`config.mk`:
```
export PLATFORM = sky130hd
export DESIGN_NAME = ram_arbiter
export DESIGN_NICKNAME = d
export VERILOG_FILES = /design/src/rtl/ram_arbiter.sv
export SDC_FILE = /design/constraint.sdc
export NUM_CORES = 1
export LEC_CHECK = 0
export CORE_MARGIN = 5
export CORE_UTILIZATION = 32
export CTS_BUF_LIST = sky130_fd_sc_hd__clkbuf_2 sky130_fd_sc_hd__clkbuf_4 sky130_fd_sc_hd__clkbuf_8
export CTS_CLUSTER_DIAMETER = 80
export CTS_CLUSTER_SIZE = 16
export DETAILED_ROUTE_END_ITERATION = 6
export PLACE_DENSITY = 0.91
export SYNTH_ARGS = -nofsm -noshare
export SYNTH_HDL_FRONTEND = slang
export SYNTH_SLANG_ARGS = --single-unit
export TNS_END_PERCENT = 50
```
`constraint.sdc`:
```
create_clock -name clk -period 2.65 [get_ports clk]
set_input_delay 0.265 -clock clk [delete_from_list [all_inputs] [get_ports clk]]
set_output_delay 0.265 -clock clk [all_outputs]
set_load 0.01 [all_outputs]
```
`src/rtl/ram_arbiter.sv`:
```
// Round-robin arbiter for a single-port RAM shared by the CPU (req 0) and the debug/loader (req 1).
// Optional grant counters are enabled with the macro RAM_ARB_STATS_EN.
module ram_arbiter #(
  parameter int unsigned AW        = 16,
  parameter int unsigned DW        = 4,
  parameter int unsigned MAX_BURST = 4
) (
  input  logic          clk,
  input  logic          rst,
  input  logic          r0_req,
  input  logic          r0_we,
  input  logic          r0_lock,
  input  logic [AW-1:0] r0_addr,
  input  logic [DW-1:0] r0_wdata,
  output logic          r0_gnt,
  output logic          r0_rvalid,
  output logic [DW-1:0] r0_rdata,
  input  logic          r1_req,
  input  logic          r1_we,
  input  logic          r1_lock,
  input  logic [AW-1:0] r1_addr,
  input  logic [DW-1:0] r1_wdata,
  output logic          r1_gnt,
  output logic          r1_rvalid,
  output logic [DW-1:0] r1_rdata,
  output logic [AW-1:0] ram_a,
  output logic          ram_re,
  output logic          ram_we,
  output logic [DW-1:0] ram_wdata,
  input  logic [DW-1:0] ram_rdata,
  output logic [15:0]   stat0,
  output logic [15:0]   stat1
);

  typedef enum logic [1:0] {StIdle, StOwn0, StOwn1} state_e;

  localparam logic [3:0] BurstLim = 4'(MAX_BURST - 1);

  state_e        r_state, w_state_nxt;
  logic          r_last, w_last_nxt;
  logic [3:0]    r_burst, w_burst_nxt;
  logic [3:0]    w_burst_inc;
  logic          w_gnt0, w_gnt1;
  logic          w_keep0, w_keep1;
  logic          w_pick0, w_pick1;
  logic          r_rvalid0, r_rvalid1;
  logic [DW-1:0] r_rdata0, r_rdata1;

  assign w_burst_inc = (r_burst == 4'hF) ? r_burst : r_burst + 4'd1;

  always_comb begin
    w_gnt0      = 1'b0;
    w_gnt1      = 1'b0;
    w_state_nxt = r_state;
    w_last_nxt  = r_last;
    w_burst_nxt = r_burst;
    // Owner keeps the RAM unless the other side is waiting and the burst budget is spent
    w_keep0 = (r_state == StOwn0) && r0_req && (!r1_req || (r_burst < BurstLim));
    w_keep1 = (r_state == StOwn1) && r1_req && (!r0_req || (r_burst < BurstLim));
    w_pick0 = r0_req && (!r1_req || r_last);
    w_pick1 = r1_req && !w_pick0;
    if (!rst) begin
      if (w_keep0) begin
        w_gnt0      = 1'b1;
        w_state_nxt = r0_lock ? StOwn0 : StIdle;
        w_burst_nxt = r0_lock ? w_burst_inc : 4'd0;
      end else if (w_keep1) begin
        w_gnt1      = 1'b1;
        w_state_nxt = r1_lock ? StOwn1 : StIdle;
        w_burst_nxt = r1_lock ? w_burst_inc : 4'd0;
      end else if (w_pick0) begin
        w_gnt0      = 1'b1;
        w_last_nxt  = 1'b0;
        w_state_nxt = r0_lock ? StOwn0 : StIdle;
        w_burst_nxt = 4'd0;
      end else if (w_pick1) begin
        w_gnt1      = 1'b1;
        w_last_nxt  = 1'b1;
        w_state_nxt = r1_lock ? StOwn1 : StIdle;
        w_burst_nxt = 4'd0;
      end else begin
        w_state_nxt = StIdle;
        w_burst_nxt = 4'd0;
      end
    end
  end

  always_ff @(posedge clk) begin
    if (rst) begin
      r_state   <= StIdle;
      r_last    <= 1'b1;
      r_burst   <= 4'd0;
      r_rvalid0 <= 1'b0;
      r_rvalid1 <= 1'b0;
      r_rdata0  <= '0;
      r_rdata1  <= '0;
    end else begin
      r_state   <= w_state_nxt;
      r_last    <= w_last_nxt;
      r_burst   <= w_burst_nxt;
      r_rvalid0 <= w_gnt0 & ~r0_we;
      r_rvalid1 <= w_gnt1 & ~r1_we;
      if (w_gnt0 && !r0_we) r_rdata0 <= ram_rdata;
      if (w_gnt1 && !r1_we) r_rdata1 <= ram_rdata;
    end
  end

  assign r0_gnt    = w_gnt0;
  assign r1_gnt    = w_gnt1;
  assign r0_rvalid = r_rvalid0;
  assign r1_rvalid = r_rvalid1;
  assign r0_rdata  = r_rdata0;
  assign r1_rdata  = r_rdata1;

  assign ram_a     = w_gnt0 ? r0_addr  : (w_gnt1 ? r1_addr  : '0);
  assign ram_wdata = w_gnt0 ? r0_wdata : (w_gnt1 ? r1_wdata : '0);
  assign ram_re    = (w_gnt0 & ~r0_we) | (w_gnt1 & ~r1_we);
  assign ram_we    = (w_gnt0 & r0_we) | (w_gnt1 & r1_we);

`ifdef RAM_ARB_STATS_EN
  logic [15:0] r_stat0, r_stat1;

  always_ff @(posedge clk) begin
    if (rst) begin
      r_stat0 <= 16'd0;
      r_stat1 <= 16'd0;
    end else begin
      if (w_gnt0 && (r_stat0 != 16'hFFFF)) r_stat0 <= r_stat0 + 16'd1;
      if (w_gnt1 && (r_stat1 != 16'hFFFF)) r_stat1 <= r_stat1 + 16'd1;
    end
  end

  assign stat0 = r_stat0;
  assign stat1 = r_stat1;
`else
  assign stat0 = 16'd0;
  assign stat1 = 16'd0;
`endif

endmodule

```
==> results.cfg <==
[status]
outcome = finished clean

[route]
route.detailed.drc = 0
wl_per_cell_um = 13.82
antenna_left = 0
num_vias = 1374
vias_per_cell = 4.673
drt_wl_total_um = 4064
drt_first_pass_iters = 4
drtIter0Drc = 40

[layout]
layout_commonest_cell = clkdlybuf4s50_1
drive_above_1_share = 0.09016
diodes = 0
final_cells = 294
design_area_mm2 = 0.002175
nets = 298
final_cell_mix = clkdlybuf4s50_1 (62), conb_1 (32), dlygate4sd2_1 (22)
utilization = 0.5476
area_growth_syn_to_layout_pct = 66.00

[power_and_ir_drop]
switching_share = 0.2772
pwr-share-clk = 0.274
p_leak_nw = 1.012
finalPower_mw = 0.7374
p_per_area_mw_per_mm2 = 339.1
ir_drop_uv = 287.8
combinationalPowerShare = 0.355
seq_power_share = 0.371
internal-power_mw = 0.5330
switchingPower_mw = 0.2044

[yosys]
synth_edf_count = 0
synth-seq-cells = 17
yosysSeqAreaShare = 0.2598
synth_cell_types = 38
async_flop_share = 0
synth_area_mm2 = 0.001310
ys.flop_type = dfxtp_1
ys_warn_count = 0
syn_area_per_cell_um2 = 8.562
syn_inst = 153

[worst_setup_path]
criticalPathCategory = reg -> out
reg2reg_to = r_last
start_kind = flip-flop
cp-end-kind = output port
path_depth = 7
arrival_ns = 2.25
critPathRequiredTime_ns = 2.38
critical_path_buf_inv_count = 2
critPathCapture = ram_a[14]
crit_start = r_burst[1]
path_cells = ha_1 -> or3_1 -> o211a_4 -> a211oi_4 -> buf_12 -> a22o_1 -> dlygate4sd2_1
rrSetupSlack_ns = 0.85
cpPeakStageDelay_ns = 0.36
cp_top_family = compound AO/OA/AOI/OAI gates
rr_worst_depth = 6
crit_slowest_cell = or3_1
critPathMaxFanout = 23
worstReg2RegStart = r_burst[1]

[job]
maxCapViolations = 0

[sta]
max_freq_mhz = 398.1
worst_pin_slew_ns = 0.5094
maxSlewViolCount = 0
whs_ns = 0.4804
finalSetupTns_ns = 0
period_share = 0.9478
finalHoldViolations = 0
skew_ns = 0.001056
min_period_ns = 2.512
rsz0062_at_grt = false
setup_violations = 0
relSlewSlack = 0.6583
fin_ws_ns = 0.1383

[clocking]
clkLatencyLatePin_ns = 0.25
cts_max_level = 1
cts_resized = 22
cts_tree = yes
cts_hold_buf = 0
clk_pin_slew_worst_paths_ns = 0.06
cts.sinks = 17
cts_buffers = 3
cts_buffer_depth = 2
cts_setup_buffers = 0
root_buffer = clkbuf_8

[floorplan]
die_h_um = 73.98
dieArea_mm2 = 0.005473
io_pins = 118
die_x_um = 73.98
start_util = 0.3299
coreArea_mm2 = 0.003971
fp-row-count = 23

[min_path]
holdCritPathClass = reg -> reg

[placed_design]
gp_congestion = 0.8914
port_buffers = 85
placed_cell_area_mm2 = 0.002146
place_ws_ns = 0.06929
place_inst = 290
hpwlAfterDp_um = 3415

[global_route]
track_usage = 0.1380
grt_pass1_vias = 1274
grt.overflow.total = 0
antenna_found_initial = 0
grt_pass1_wl_um = 5954
grt_max_degree = 24
## worst register-to-register path: stages (launching register included)
cell and delay [ns]:
dfxtp_1 0.33, ha_1 0.19, or3_1 0.36, buf_4 0.18, a31oi_1 0.16, o221ai_1 0.13, a221o_1 0.35
## flip-flops by register name (all words and copies together) (netlist names)
| name | count |
|---|---|
| r0_rvalid | 1 |
| r_burst | 4 |
| r1_rvalid | 1 |
| r_last | 1 |
| r0_rdata | 4 |
| r1_rdata | 4 |
| r_state | 2 |
## how the worst min path moves through the flow
stage / from / end / slack, ns / cells past startpoint
finish: r0_rdata[2] / r0_rdata[2] / 0.48 / 2
global route: r0_rdata[2] / r0_rdata[2] / 0.50 / 2
CTS: r1_rdata[1] / r1_rdata[1] / 0.49 / 2
detailed placement: r0_rdata[3] / r0_rdata[3] / 0.48 / 2
global placement: r0_rdata[2] / r0_rdata[2] / 0.46 / 2
floorplan: rst / r0_rvalid / 0.35 / 1
## Yosys cell counts, types with 2 or more instances
cell type	n	share of area
nand2b_1	10	0.048
nor3_1	2	0.0076
mux2i_1	5	0.038
or3_1	2	0.0095
and2_1	2	0.0095
buf_6	2	0.017
a211o_1	2	0.013
nor2_1	7	0.020
nor3_2	2	0.015
o21ai_0	5	0.019
inv_1	4	0.011
a21oi_1	4	0.015
a31oi_1	2	0.0095
clkbuf_1	3	0.0086
a211oi_1	2	0.011
dfxtp_1	17	0.26
buf_4	32	0.18
buf_2	3	0.011
nand2_1	2	0.0057
nand3_1	7	0.027
a22o_1	21	0.14
## cell families after synthesis
kind of cell / share of synthesized area
muxes: 0.03821
AOI/OAI and AO/OA: 0.2818
buffers and inverters: 0.2321
and+or+nand+nor: 0.1691
xor gates and xnor gates: 0.006687
adders and majority gates: 0.009550
other: 0.002863
DFF: 0.2598
## cell type report
| class | count | area (um2) |
|---|---|---|
| fill | 379 | 1797 |
| tap | 50 | 62.56 |
| timing repair buffer | 96 | 920.9 |
| sequential | 17 | 340.3 |
| clock buffer | 4 | 48.80 |
| multi-input combinational | 123 | 787.0 |
| inverter | 4 | 15.01 |
## per-layer routing
metal,track usage,vias up,routed length [um]
li1,-,672,-
met1,0.1412,624,1388
met2,0.2539,68,2088
met3,0.05676,10,502
met4,0.04427,0,85
met5,0,-,0
## power groups by stage
stage	sequential (mW)	clock [mW]	combinational, mW
floorplan	0.280	0	0.149
global placement	0.278	0	0.277
detailed placement	0.279	0	0.281
CTS	0.273	0.208	0.264
global route	0.275	0.220	0.283
finish	0.274	0.202	0.262
(Power assumes the default switching activity.)
